File: src/rtl/fp_mult_mantissa_core.sv
// -----------------------------------------------------------------------------
// fp_mult_mantissa_core
//
// Upstream stage of the single-precision floating-point multiplier. A start
// strobe in IDLE latches two binary32 operands and unpacks them: the hidden
// bit is restored for normal numbers, and denormals or zeros flush to a zero
// significand. The stage also forms the result sign and the biased exponent
// sum. A radix-2 shift-add loop of 24 iterations then builds the 48-bit
// significand product. The result is published together with a one-cycle
// valid pulse, and it holds until the next result is published.
//
// Ports
//   clk      in   1   rising-edge clock
//   rst      in   1   asynchronous active-high reset
//   start    in   1   request, sampled only in IDLE
//   a        in  32   operand A (binary32)
//   b        in  32   operand B (binary32)
//   busy     out  1   high while the shift-add loop runs
//   valid    out  1   one-cycle pulse, P/exp_sum/sign hold a new result
//   P        out 48   unsigned product of the 24-bit significands
//   exp_sum  out 10   biased exponent sum, two's complement, modulo 2^10
//   sign     out  1   a[31] ^ b[31]
// -----------------------------------------------------------------------------
module fp_mult_mantissa_core (
    input  logic        clk,
    input  logic        rst,
    input  logic        start,
    input  logic [31:0] a,
    input  logic [31:0] b,
    output logic        busy,
    output logic        valid,
    output logic [47:0] P,
    output logic [9:0]  exp_sum,
    output logic        sign
);

    localparam logic [1:0] ST_IDLE = 2'd0;
    localparam logic [1:0] ST_MULT = 2'd1;
    localparam logic [1:0] ST_DONE = 2'd2;

    localparam logic [4:0] LAST_ITER = 5'd23;
    localparam logic [9:0] EXP_BIAS  = 10'd127;

    // Restores the hidden bit. A zero exponent field (zero or denormal)
    // flushes the whole significand to zero.
    function automatic logic [23:0] unpack_sig(input logic [31:0] op);
        logic [23:0] sig;
        if (op[30:23] != 8'd0) begin
            sig = {1'b1, op[22:0]};
        end else begin
            sig = 24'd0;
        end
        return sig;
    endfunction

    // Biased exponent sum with the extra bias removed once. The result wraps
    // modulo 2^10, and Inf/NaN fields are summed like any other field.
    function automatic logic [9:0] add_exp(input logic [31:0] op_a, input logic [31:0] op_b);
        logic [9:0] total;
        total = {2'b00, op_a[30:23]} + {2'b00, op_b[30:23]} - EXP_BIAS;
        return total;
    endfunction

    // Performs one shift-add step. The multiplicand is added when the
    // current multiplier LSB is set.
    function automatic logic [47:0] shift_add_step(input logic [47:0] acc,
                                                   input logic [47:0] mcand,
                                                   input logic        mb_lsb);
        logic [47:0] sum;
        if (mb_lsb) begin
            sum = acc + mcand;
        end else begin
            sum = acc;
        end
        return sum;
    endfunction

    // Registered state
    logic [1:0]  state_r;
    logic [47:0] mcand_r;
    logic [23:0] mb_shift_r;
    logic [47:0] acc_r;
    logic [4:0]  count_r;
    logic [9:0]  exp_r;
    logic        sign_r;

    // Next-state values
    logic [1:0]  state_s;
    logic [47:0] mcand_s;
    logic [23:0] mb_shift_s;
    logic [47:0] acc_s;
    logic [4:0]  count_s;
    logic [9:0]  exp_s;
    logic        sign_s;
    logic        busy_s;
    logic        valid_s;
    logic [47:0] p_s;
    logic [9:0]  exp_sum_s;
    logic        sign_out_s;
    logic [47:0] partial_s;

    // Accumulator value after the iteration in progress
    always_comb begin
        partial_s = shift_add_step(acc_r, mcand_r, mb_shift_r[0]);
    end

    // Sequencing and datapath next-state logic
    always_comb begin
        state_s    = state_r;
        mcand_s    = mcand_r;
        mb_shift_s = mb_shift_r;
        acc_s      = acc_r;
        count_s    = count_r;
        exp_s      = exp_r;
        sign_s     = sign_r;
        busy_s     = busy;
        valid_s    = 1'b0;
        p_s        = P;
        exp_sum_s  = exp_sum;
        sign_out_s = sign;

        case (state_r)
            ST_IDLE: begin
                if (start) begin
                    state_s    = ST_MULT;
                    mcand_s    = {24'd0, unpack_sig(a)};
                    mb_shift_s = unpack_sig(b);
                    acc_s      = 48'd0;
                    count_s    = 5'd0;
                    exp_s      = add_exp(a, b);
                    sign_s     = a[31] ^ b[31];
                    busy_s     = 1'b1;
                end else begin
                    busy_s     = 1'b0;
                end
            end

            ST_MULT: begin
                acc_s      = partial_s;
                mcand_s    = {mcand_r[46:0], 1'b0};
                mb_shift_s = {1'b0, mb_shift_r[23:1]};
                count_s    = count_r + 5'd1;
                if (count_r == LAST_ITER) begin
                    // Publish on the last iteration edge so that the result
                    // and valid are visible throughout the DONE cycle. The
                    // final addend goes straight from partial_s to P.
                    state_s    = ST_DONE;
                    count_s    = 5'd0;
                    busy_s     = 1'b0;
                    valid_s    = 1'b1;
                    p_s        = partial_s;
                    exp_sum_s  = exp_r;
                    sign_out_s = sign_r;
                end else begin
                    busy_s     = 1'b1;
                end
            end

            ST_DONE: begin
                state_s = ST_IDLE;
                busy_s  = 1'b0;
            end

            default: begin
                state_s = ST_IDLE;
                busy_s  = 1'b0;
            end
        endcase
    end

    // State and output registers. Reset clears everything asynchronously and
    // aborts any operation in flight.
    always_ff @(posedge clk or posedge rst) begin
        if (rst) begin
            state_r    <= ST_IDLE;
            mcand_r    <= 48'd0;
            mb_shift_r <= 24'd0;
            acc_r      <= 48'd0;
            count_r    <= 5'd0;
            exp_r      <= 10'd0;
            sign_r     <= 1'b0;
            busy       <= 1'b0;
            valid      <= 1'b0;
            P          <= 48'd0;
            exp_sum    <= 10'd0;
            sign       <= 1'b0;
        end else begin
            state_r    <= state_s;
            mcand_r    <= mcand_s;
            mb_shift_r <= mb_shift_s;
            acc_r      <= acc_s;
            count_r    <= count_s;
            exp_r      <= exp_s;
            sign_r     <= sign_s;
            busy       <= busy_s;
            valid      <= valid_s;
            P          <= p_s;
            exp_sum    <= exp_sum_s;
            sign       <= sign_out_s;
        end
    end

endmodule

File: config.mk
export PLATFORM = sky130hd
export DESIGN_NAME = fp_mult_mantissa_core
export DESIGN_NICKNAME = d
export VERILOG_FILES = /design/src/rtl/fp_mult_mantissa_core.sv
export SDC_FILE = /design/constraint.sdc
export NUM_CORES = 1
export LEC_CHECK = 0
export CELL_PAD_IN_SITES_DETAIL_PLACEMENT = 0
export CELL_PAD_IN_SITES_GLOBAL_PLACEMENT = 2
export CORE_MARGIN = 8
export CORE_UTILIZATION = 37
export CTS_BUF_LIST = sky130_fd_sc_hd__clkbuf_4
export DETAILED_ROUTE_END_ITERATION = 12
export PLACE_DENSITY_LB_ADDON = 0.3
export SLEW_MARGIN = 20
export SYNTH_ARGS = -nofsm -noshare
export SYNTH_HDL_FRONTEND = slang
export SYNTH_SLANG_ARGS = --single-unit
File: constraint.sdc
create_clock -name clk -period 10.31 [get_ports clk]
set_input_delay 2.5775 -clock clk [delete_from_list [all_inputs] [get_ports clk]]
set_output_delay 2.5775 -clock clk [all_outputs]
set_load 0.02 [all_outputs]
; ---- Word-level counts from Yosys, hierarchy flattened
; Cells that the tools add are included.
[totals]
ff_bits = 199
latchBits = 0
mem_bits_rw = 0
romBits = 0
inputBits = 67
elab_cells = 49
n_memories = 0
[classes]
addsub = 4
n_mul = 0
div_mod_pow = 0
order_cmp = 0
n_eq_ne = 4
shift = 0
muxes = 20
bitwise_logic = 1
reduce_logical = 8
[op_table]
columns = op, count
row1 = $pmux 48 s2, 2
row2 = $mux 48, 3
row3 = $mux 24, 3
row4 = $add 48x48->48, 1
row5 = $pmux 24 s2, 1
row6 = $reduce_bool 8->1, 2
row7 = $mux 5, 2
row8 = $pmux 5 s2, 1
row9 = $sub 9x7->10 const B, 1
row10 = $add 8x8->9, 1
row11 = $reduce_and 2->1, 4
row12 = $add 5x1->5 const B, 1
row13 = $eq 5x5->1 const B, 1
row14 = $mux 1, 4
row15 = $mux 2, 2
row16 = $ne 2x2->1 const B, 2
row17 = $pmux 2 s2, 1
row18 = $eq 2x1->1 const B, 1
row19 = $logic_not 2->1, 1
row20 = $pmux 1 s2, 1
row21 = $reduce_bool 2->1, 1
row22 = $xor 1x1->1, 1

; ---- Depth between registers and ports, before layout
[logic_depth]
ltp_word = 4
ltp_mapped = 12
mapped_depth_nobuf = 12

; ---- Worst setup path after synthesis
; No wires, ideal clock.
[synth_timing]
path_type = input-to-reg
from = in a[25]
to = reg exp_r[8]
setup_time_ns = 0.134
t_arrival_ns = 4.248
slack_ns = 5.927
cell_stages = 10
n_path_buf = 0
path_cell_list = ha_1 -> ha_1 -> a21o_1 -> a21oi_1 -> o21bai_1 -> a21oi_1 -> o21bai_1 -> a21oi_1 -> xor2_1 -> o21ai_0
[synth_via]
elab_chain_len = 2
[synth_lines]
columns = element, line_no
row1 = from (decl), 28  ; input logic [31:0] a,
row2 = $add 8x8->9, 60  ; total = {2'b00, op_a[30:23]} + {2'b00, op_b[30:23]} - EXP_BIAS;
row3 = $sub 9x7->10, 60
row4 = to (signal assigned), 193  ; exp_r <= exp_s;
row5 = to (decl), 84  ; logic [9:0] exp_r;
; No other way between the ends.
; A chain may end at the register's enable or synchronous reset.

; ---- Final worst setup path
[layout_timing]
from = in start
to = reg mb_shift_r[2]
[layout_via]
elab_chain_len = 2
[layout_lines]
columns = element, line_no
row1 = from (decl), 27  ; input logic start,
row2 = $ne 2x2->1 (no line), --
row3 = $reduce_and 2->1 (no line), --
row4 = to (signal assigned), 190  ; mb_shift_r <= mb_shift_s;
row5 = to (decl), 81  ; logic [23:0] mb_shift_r;
; No other way between the ends.

==> summary.md <==
| Metric | Value |
|---|---|
| Static leakage | `6.01 nW` |
| 1st-pass router iterations | `8` |
| Placed cell area | `0.0126 mm²` |
| Hold Violations, Final | `0` |
| Largest area contributor in the netlist | `dfrtp_1` |
| CTS resizes | `0` |
| Number of max-cap violations | `0` |
| CTS tree | `built` |
| DRC viols | `0` |
| Die width | `188 µm` |
| Antenna viol nets, final | `0` |
| Core area | `0.0294 mm²` |
| Min-Delay Path Class | `flip-flop to flip-flop` |
| Main synth FF type | `dfrtp_1` |
| Clk_lat worst skew | `0.60 ns` |
| Avg Inst Size Synth | `9.81 µm²` |
| Routed via count | `8,723` |
| Worst EP required | `10.86 ns` |
| Final setup viols | `0` |
| Post-synth top cells | `199 x dfrtp_1, 155 x nand2_1, 89 x o21ai_0` |
| Worst-Margin Slew | `1.04 ns` |
| Yosys cell types | `70` |
| Synth Cell Area | `0.0110 mm²` |
| Cell with the most instances after synthesis | `dfrtp_1` |
| Fin area | `0.0129 mm²` |
| Vias in the first global route | `8,886` |
| Startpoint Class | `input port` |
| Place WS | `4.97 ns` |
| Total track usage | `0.169` |
| Post-synth EDFFs | `0` |
| Share of the yosys chip area belonging to registers | `0.455` |
| Routed len/inst | `18.4 µm` |
| Port Buffers | `127` |
| Num CTS Buffers | `17` |
| Crit path DAT | `5.21 ns` |
| Max Fanout on Critical Path | `24` |
| Post-synth top area share | `0.455` |
| Detailed Route WL | `29.7 mm` |
| Total Neg Setup Slack | `0 ns` |
| CTS Hold Bufs | `0` |
| Final Max Tran Viols | `0` |
| Synth area leaders | `dfrtp_1 45%, ha_1 7.2%, nand2_1 5.3%` |
| Fraction of layout cells with a size suffix above 1 | `0.0615` |
| Max Root-Sink Buffers | `2` |
| Critical path endpoint category | `flip-flop` |
| Ys async rst share | `1.00` |
| Root Buffer | `clkbuf_4` |
| Boundary pin count | `128` |
| Pwr Total | `0.00392 W` |
| Final clock skew | `0.0312 ns` |
| Initial antenna violation count | `2` |
| Number of post-CTS setup repair buffers | `0` |
| Synthesis-to-finish area growth | `17.7%` |
| H-tree depth | `4` |
| Fmax | `214 MHz` |
| Die height | `188 µm` |
| R2r setup slk | `7.00 ns` |
| Gate Count Post-Synth | `1,116` |
| RSZ-0062 raised after global routing | `no` |
| Syn_nets | `1,248` |
| Total gr overflow | `0` |
| Initial core utilization | `0.372` |
| Number of synthesized register bits | `199` |
| Final layout net count | `1,339` |
| Ys Warns | `0` |
| Final Cycle Share | `0.453` |
| Tmin final | `4.67 ns` |
| Status | `finished clean` |
| Slew margin rel. | `0.305` |
| Peak VDD IR | `121 µV` |
| Vias/cell | `5.41` |
| Routability congestion estimate | `0.848` |
| Clock sink total | `199` |
| Iteration-0 DRC Markers | `672` |
| Die area | `0.0354 mm²` |
| PD cells | `304 mW/mm²` |
| Global-route wire length before repair | `48.7 mm` |
| Rows | `63` |
| Setup CP Type | `input port to flip-flop` |
| DP HPWL | `20.4 mm` |
| Clock slew at reported path FFs | `0.19 ns` |
| Largest net degree at the start of global routing | `134` |
| Setup ws final | `5.64 ns` |
## final timing paths
check,startpoint,endpoint,depth (start not counted)
max,start,mb_shift_r[2]$_DFFE_PP0P_,6
min,exp_r[5]$_DFFE_PP0P_,exp_sum[5]$_DFFE_PP0P_,2
max reg2reg,mcand_r[0]$_DFFE_PP0P_,P[46]$_DFFE_PP0P_,11
min reg2reg,exp_r[5]$_DFFE_PP0P_,exp_sum[5]$_DFFE_PP0P_,2
max in group asynchronous,rst,mb_shift_r[0]$_DFFE_PP0P_,3
min in group asynchronous,rst,mcand_r[42]$_DFFE_PP0P_,2
## critical path: stages
cell and delay (ns):
clkdlybuf4s50_1 0.50, nor2b_1 0.36, nand2b_1 0.51, a21oi_2 0.94
a222oi_1 0.22, inv_1 0.10
## where the power goes
| group | total [W] | switching, W | leakage (nW) | internal (W) |
|---|---|---|---|---|
| Sequential | 0.00133 | 0.000246 | 2.56 | 0.00108 |
| Combinational | 0.00214 | 0.00123 | 3.30 | 0.000901 |
| Clock | 0.000454 | 0.000319 | 0.159 | 0.000135 |
## placed cells by master (no fill, tap or decap), drive strengths merged, types with 6 or more instances in the layout
cell type / instances
o21ai: 100
dfrtp: 199
a31oi: 8
clkbuf: 17
nor3b: 13
nand2: 155
or3: 11
buf: 9
ha: 63
clkdlybuf4s50: 127
xnor2: 33
nand3: 40
nand4: 9
mux2i: 29
a21oi: 63
o21bai: 7
o221a: 6
a22oi: 24
inv: 54
a22o: 54
a222oi: 23
and3: 9
nor2: 25
xor2: 18
and2: 10
nor4: 8
a21o: 27
## kinds of logic (layout without fill, tap and decap cells)
family / after synthesis / in the layout / synth area share
mux: 32 / 32 / 0.0296
fa+ha+maj: 65 / 65 / 0.0756
flops: 199 / 199 / 0.455
simple gates: 304 / 304 / 0.133
compound gates: 354 / 354 / 0.228
other cells: 0 / 1 / 0
buf+inv: 111 / 215 / 0.0383
xor+xnor: 51 / 51 / 0.0408
## cell type report
class | instances | area [µm²]
Inverter | 47 | 184
Timing Repair Buffer | 136 | 1340
Sequential cell | 199 | 4980
Multi-Input combinational cell | 806 | 5580
Antenna cell | 1 | 2.50
Clock buffer | 17 | 128
Fill cell | 2878 | 16500
Tap cell | 390 | 488
Clock inverter | 15 | 183
## stage by stage
stage	hold WS, ns	util	instances
after floorplan	0.433	-	1116
after global placement	0.449	0.428	1578
after detailed placement	0.449	0.428	1578
after CTS	0.492	0.438	1610
after global routing	0.515	0.438	1611
final	0.492	0.438	1611
## state kept, by name (all words and copies together), names as in the netlist
name / flops
P: 48
acc_r: 48
mcand_r: 48
mb_shift_r: 24
exp_r: 10
exp_sum: 10
count_r: 5
state_r: 2
busy: 1
sign: 1
sign_r: 1
valid: 1
## per-layer routing
| metal | global-route usage | part of all wire | up-vias |
|---|---|---|---|
| met5 | 0 | 0.00044 | - |
| met4 | 0.0424 | 0.012 | 2 |
| met3 | 0.0306 | 0.042 | 27 |
| met2 | 0.272 | 0.46 | 184 |
| met1 | 0.231 | 0.48 | 4249 |
| li1 | - | - | 4261 |
Power figures use the tool's default switching activity.
